`src/rtl/bc_link_pkg.sv`:
```
// Shared definitions for the breadcrumb serial link.
//   BC_WIDTH   : breadcrumb / command word width
//   rx_state_t : receive deserializer states
//   tx_state_t : transmit serializer states
package bc_link_pkg;
  localparam int BC_WIDTH = 16;

  typedef enum logic [0:0] {
    RX_IDLE  = 1'b0,
    RX_SHIFT = 1'b1
  } rx_state_t;

  typedef enum logic [1:0] {
    TX_IDLE  = 2'd0,
    TX_SHIFT = 2'd1,
    TX_DONE  = 2'd2
  } tx_state_t;
endpackage

```
`src/rtl/bc_sync_fifo.sv`:
```
// Small synchronous FIFO holding received breadcrumbs.
//   clk, rst  : clock, asynchronous active-low reset
//   push      : write push_data (taken if not full, or if a pop happens too)
//   pop       : drop the head word (ignored while empty)
//   head      : current head word, forced to 0 while empty
//   full/empty/count : occupancy status, count is log2(DEPTH)+1 bits
module bc_sync_fifo #(
  parameter int WIDTH = 16,
  parameter int DEPTH = 4
) (
  input  logic                     clk,
  input  logic                     rst,
  input  logic                     push,
  input  logic [WIDTH-1:0]         push_data,
  input  logic                     pop,
  output logic [WIDTH-1:0]         head,
  output logic                     full,
  output logic                     empty,
  output logic [$clog2(DEPTH):0]   count
);
  localparam int AW = $clog2(DEPTH);

  logic [WIDTH-1:0] mem [DEPTH];
  logic [AW-1:0]    wr_ptr;
  logic [AW-1:0]    rd_ptr;
  logic             do_push;
  logic             do_pop;

  assign empty   = (count == '0);
  assign full    = (count == (AW+1)'(DEPTH));
  assign do_pop  = pop & ~empty;
  // A full FIFO still takes a word when the head leaves in the same cycle.
  assign do_push = push & (~full | do_pop);
  assign head    = empty ? '0 : mem[rd_ptr];

  // Pointers are AW bits wide, so they wrap modulo DEPTH on their own.
  always_ff @(posedge clk or negedge rst) begin
    if (!rst) begin
      wr_ptr <= '0;
      rd_ptr <= '0;
      count  <= '0;
    end else begin
      if (do_push) wr_ptr <= wr_ptr + 1'b1;
      if (do_pop)  rd_ptr <= rd_ptr + 1'b1;
      case ({do_push, do_pop})
        2'b10:   count <= count + 1'b1;
        2'b01:   count <= count - 1'b1;
        default: count <= count;
      endcase
    end
  end

  always_ff @(posedge clk) begin
    if (do_push) mem[wr_ptr] <= push_data;
  end
endmodule

```
`src/rtl/bc_link_endpoint.sv`:
```
// Avoidance-side endpoint of the breadcrumb serial link.
// RX deserializes MSB-first breadcrumbs into a local FIFO; TX serializes
// command words MSB-first back toward the buffer.
//   clk, rst                 : clock, asynchronous active-low reset
//   bc_req                   : room for one more word (count + rx_busy < DEPTH)
//   ser_in, ser_in_start     : serial breadcrumb bits, start marks bit WIDTH-1
//   bc_valid/bc_data/bc_ready: FIFO head handshake
//   cmd_valid/cmd_data/cmd_ready : command word handshake
//   ser_out, ser_out_start, ser_out_done : serial command output
//   rx_overflow              : sticky, a completed word was dropped
//   rx_state_dbg, tx_state_dbg : current FSM states
// Handshakes: a transfer happens on every cycle where valid and ready are both
// high at the rising clock edge; valid does not depend on ready.
module bc_link_endpoint
  import bc_link_pkg::*;
#(
  parameter int WIDTH = BC_WIDTH,
  parameter int DEPTH = 4
) (
  input  logic             clk,
  input  logic             rst,
  output logic             bc_req,
  input  logic             ser_in,
  input  logic             ser_in_start,
  output logic             bc_valid,
  output logic [WIDTH-1:0] bc_data,
  input  logic             bc_ready,
  input  logic             cmd_valid,
  input  logic [WIDTH-1:0] cmd_data,
  output logic             cmd_ready,
  output logic             ser_out,
  output logic             ser_out_start,
  output logic             ser_out_done,
  output logic             rx_overflow,
  output logic             rx_state_dbg,
  output logic [1:0]       tx_state_dbg
);
  localparam int AW = $clog2(DEPTH);
  localparam int CW = $clog2(WIDTH);

  // ---------------- RX ----------------
  rx_state_t        rx_st;
  logic [CW-1:0]    rx_cnt;      // index of the bit sampled next
  logic [WIDTH-2:0] rx_shift;
  logic [WIDTH-1:0] rx_word;
  logic             rx_last;
  logic             rx_busy;
  logic             fifo_full;
  logic             fifo_empty;
  logic [AW:0]      fifo_count;

  assign rx_busy = (rx_st == RX_SHIFT);
  assign rx_last = rx_busy && (rx_cnt == '0);
  // The final bit is merged combinationally so the word is written in the
  // same cycle bit 0 is on the line.
  assign rx_word = {rx_shift, ser_in};

  always_ff @(posedge clk or negedge rst) begin
    if (!rst) begin
      rx_st       <= RX_IDLE;
      rx_cnt      <= '0;
      rx_shift    <= '0;
      rx_overflow <= 1'b0;
    end else begin
      case (rx_st)
        RX_IDLE: begin
          if (ser_in_start) begin
            rx_shift <= {{(WIDTH-2){1'b0}}, ser_in};
            rx_cnt   <= CW'(WIDTH-2);
            rx_st    <= RX_SHIFT;
          end
        end
        RX_SHIFT: begin
          // ser_in_start is not looked at here: framing is by count only.
          rx_shift <= rx_word[WIDTH-2:0];
          if (rx_cnt == '0) rx_st  <= RX_IDLE;
          else              rx_cnt <= rx_cnt - 1'b1;
        end
        default: rx_st <= RX_IDLE;
      endcase
      // Full implies non-empty, so bc_ready alone means a real pop.
      if (rx_last && fifo_full && !bc_ready) rx_overflow <= 1'b1;
    end
  end

  bc_sync_fifo #(.WIDTH(WIDTH), .DEPTH(DEPTH)) u_fifo (
    .clk       (clk),
    .rst       (rst),
    .push      (rx_last),
    .push_data (rx_word),
    .pop       (bc_ready),
    .head      (bc_data),
    .full      (fifo_full),
    .empty     (fifo_empty),
    .count     (fifo_count)
  );

  assign bc_valid = ~fifo_empty;
  // A frame in flight already owns a slot, so it is counted against DEPTH.
  assign bc_req = (({1'b0, fifo_count} + (AW+2)'(rx_busy)) < (AW+2)'(DEPTH));

  // ---------------- TX ----------------
  tx_state_t        tx_st;
  logic [CW-1:0]    tx_cnt;      // bit index currently on ser_out
  logic [WIDTH-1:0] tx_shift;    // remaining bits, next one at the MSB

  assign cmd_ready = (tx_st == TX_IDLE);

  always_ff @(posedge clk or negedge rst) begin
    if (!rst) begin
      tx_st         <= TX_IDLE;
      tx_cnt        <= '0;
      tx_shift      <= '0;
      ser_out       <= 1'b0;
      ser_out_start <= 1'b0;
      ser_out_done  <= 1'b0;
    end else begin
      case (tx_st)
        TX_IDLE: begin
          if (cmd_valid) begin
            ser_out       <= cmd_data[WIDTH-1];
            ser_out_start <= 1'b1;
            tx_shift      <= {cmd_data[WIDTH-2:0], 1'b0};
            tx_cnt        <= CW'(WIDTH-1);
            tx_st         <= TX_SHIFT;
          end
        end
        TX_SHIFT: begin
          ser_out_start <= 1'b0;
          if (tx_cnt == '0) begin
            ser_out      <= 1'b0;
            ser_out_done <= 1'b1;
            tx_st        <= TX_DONE;
          end else begin
            ser_out  <= tx_shift[WIDTH-1];
            tx_shift <= tx_shift << 1;
            tx_cnt   <= tx_cnt - 1'b1;
          end
        end
        TX_DONE: begin
          ser_out_done <= 1'b0;
          tx_st        <= TX_IDLE;
        end
        default: tx_st <= TX_IDLE;
      endcase
    end
  end

  assign rx_state_dbg = rx_st;
  assign tx_state_dbg = tx_st;
endmodule

```
`config.mk`:
```
export PLATFORM = sky130hd
export DESIGN_NAME = bc_link_endpoint
export DESIGN_NICKNAME = d
export VERILOG_FILES = /design/src/rtl/bc_link_pkg.sv /design/src/rtl/bc_sync_fifo.sv /design/src/rtl/bc_link_endpoint.sv
export SDC_FILE = /design/constraint.sdc
export NUM_CORES = 1
export LEC_CHECK = 0
export CAP_MARGIN = 20
export CORE_ASPECT_RATIO = 1.4
export CORE_MARGIN = 3
export CORE_UTILIZATION = 50
export CTS_CLUSTER_SIZE = 10
export DETAILED_ROUTE_END_ITERATION = 16
export PLACE_DENSITY = 0.72
export REMOVE_ABC_BUFFERS = 1
export SETUP_SLACK_MARGIN = 0.5
export SYNTH_ARGS = -nofsm -noshare
export SYNTH_HDL_FRONTEND = slang
export SYNTH_SLANG_ARGS = --single-unit
```
`constraint.sdc`:
```
create_clock -name clk -period 2.45 [get_ports clk]
set_clock_uncertainty 0.1 [all_clocks]
set_input_delay 0.3675 -clock clk [delete_from_list [all_inputs] [get_ports clk]]
set_output_delay 0.3675 -clock clk [all_outputs]
set_load 0.005 [all_outputs]
```
==> results.md <==
- Run status: finished clean
- Final setup TNS: 0 ps
- Die area: 0.01120 mm^2
- HPWL Detailed: 5535 um
- Netlist cell types: 44
- Initial antenna violation count: 0
- Commonest non-fill, non-tap cells in the layout: edfxtp_1, dfrtp_1, buf_4
- Top delay family on crit path: buffers and inverters
- Final GP Congestion: 0.6871
- Relative slew slack: 57.30%
- Synth top area share: 38.61%
- DR top layer: met4
- Placed cell area: 0.005660 mm^2
- DR WL/cell: 19.30 um
- Layout cells sized above 1: 43.45%
- Mapped cell area: 0.004977 mm^2
- Final WL: 10,950 um
- Hold WC Path Type: input pin to async pin
- Drt via density: 5.369
- Gate Count Post-Synth: 312
- GRT overflow: 0
- Overall Power: 9.369 mW
- CP peak stage delay: 440 ps
- Final worst-path cycle share: 97.98%
- Clock sink count: 116
- Register area share after synthesis: 64.76%
- RSZ-0062 raised after global routing: true
- Clk slew on worst S/H paths: 60 ps
- Psw: 2.700 mW
- Hold Slack: 210.0 ps
- Crit path max fanout: 7
- Worst IR drop on VDD: 815.9 uV
- DRC: 0
- Area leader, netlist: edfxtp_1
- P&R area growth vs syn: 39.89%
- Via Count: 3,044
- Flop pwr share: 33.1%
- Post-route ant nets: 0
- PnR worst setup slack: 49.53 ps
- Max Cap Viol: 0
- Cell internal pwr: 6.670 mW
- Leak: 2.885 nW
- Most common cell after layout, fill and taps aside: edfxtp_1
- CP bufs+invs: 4
- Synth warnings: 0
- Seq cells post-synth: 116
- Port buffer count: 47
- Die width: 90.33 um
- Clk_lat worst skew: 410 ps
- Vias in the first global route: 3,216
- First-pass GRT wire length: 16,860 um
- CTS root buf: clkbuf_16
- Fin cells: 567
- Count of pins over their slew limit: 0
- WL met3: 438 um
- Worst path arrival time: 1930 ps
- Cell breakdown of the critical path: buf_12 -> buf_16 -> buf_8 -> mux4_2 -> and2_4 -> buf_6
- Pwr Density: 1346 mW/mm^2
- Worst Path Required: 1980 ps
- Largest net degree at the start of global routing: 48
- TritonCTS Buffers: 17
- Crit start category: register
- Wire length on met2: 5953 um
- # diodes: 0
- Initial Utilization: 52.04%
- Combinational group share of total power: 40.3%
- Gr usage total: 20.39%
- Core area: 0.009564 mm^2
- Design Area, Final: 0.006963 mm^2
- CP endpoint kind: output port
- Switching share of power: 28.81%
- Clock Power Share: 26.7%
- Minimum clock period: 2400 ps
- Final net count: 454
- Final setup fails: 0
- DR pass1 iterations: 4
- Io pins: 48
- Bufs on Longest Clock Path: 2
- Num rows: 42
- Finished Core Util: 72.80%
- Largest cells by area after synthesis: edfxtp_1, dfrtp_1, mux4_2
- Syn Area/Cell: 15.95 um^2
- DRT iter0 DRCs: 177
- CTS HTree Levels: 4
- Met1 WL: 4261 um
- CTS tree: yes
- Critical path class: register to output port
- Fin. Hold Viols: 0
- Place WS: -164.9 ps
- F_max: 0.4166 GHz
- Die height: 124.1 um
- Dpl cells: 496
- Slowest CP cell: dfrtp_2
- Worst-Margin Slew: 640.5 ps
-- path summary, 6_finish.rpt --
kind / startpoint / to / slack, ps / cells past startpoint
setup / recovery: u_fifo.rd_ptr[0] / bc_data[0] / 50 / 6
hold / removal: rst / u_fifo.rd_ptr[1] / 210 / 2
setup reg to reg: u_fifo.count[1] / u_fifo.count[2] / 220 / 10
hold reg to reg: rx_overflow / rx_overflow / 370 / 1
max in group asynchronous: rst / tx_state_dbg[1] / 1140 / 3
min in group clk: rx_overflow / rx_overflow / 370 / 1
-- power by group through the flow --
stage	logic [mW]	registers [mW]	clock network [mW]
after floorplan	1.63	3.12	0
after global placement	2.72	3.06	0
after detailed placement	2.80	3.10	0
after CTS	3.52	3.07	2.51
after global routing	4.06	3.16	2.61
final	3.77	3.10	2.50
-- area by class of cell --
cell class / instances / area [um^2]
sequential: 116 / 3226
fill: 599 / 2601
inverter: 16 / 60.06
tap: 132 / 165.2
multi-input combinational: 166 / 1688
clock inverter: 12 / 155.1
timing repair buffer: 106 / 1226
clock buffer: 19 / 442.9
-- cells in the mapped netlist, drive strengths merged --
cell type and number:
a31oi 1, inv 16, buf 9, a21boi 1, mux2 30, mux4 16, and2 22, o31ai 2
o22a 1, o211ai 2, nor4b 1, a22o 6, o21bai 1, ha 8, or3 3, o221ai 1
o21ai 16, or2b 1, edfxtp 64, a21oi 1, xor2 3, clkbuf 5, and2b 1, a2bb2oi 3
nor2b 3, nand2 10, a21o 1, nand3 2, fa 1, nor2 11, and4bb 1, nor3b 1
a21bo 1, xnor2 3, nand4b 1, dfrtp 52, or4 1, nand2b 10
-- cell families (layout without fill, tap and decap cells) --
group           Yosys count  count (layout)  synth area share [%]
compound gates           37              37                 5.254
xor+xnor                  6               6                 1.056
fa+ha+maj                 9               9                 2.413
buf+inv                  30             153                 3.268
flops                   116             116                 64.76
mux                      46              46                 15.08
simple gates             68              68                 8.170
-- routing by layer --
metal / global-route usage, % / vias to the layer above
li1: - / 1370
met1: 22.19 / 1549
met2: 37.31 / 105
met3: 5.136 / 20
met4: 9.962 / 0
met5: 0 / -
-- flip-flops by register name, summed over array words and instances (netlist names) --
signal / flops
rx_state_dbg: 1
u_fifo.mem: 64
u_fifo.rd_ptr: 2
tx_shift: 15
u_fifo.wr_ptr: 2
ser_out_start: 1
rx_shift: 15
ser_out_done: 1
tx_cnt: 4
rx_overflow: 1
u_fifo.count: 3
rx_cnt: 4
tx_state_dbg: 2
ser_out: 1
-- repair_timing --
action	4_1_cts	5_1_grt
pin swaps	24	7
resized for setup	130	20
hold endpoints to repair	5	0
setup endpoints to repair	87	98
hold buffers	1	0
gates cloned	8	0
buffers inserted	20	11
Note: power is estimated with default switching activity, not from simulation.
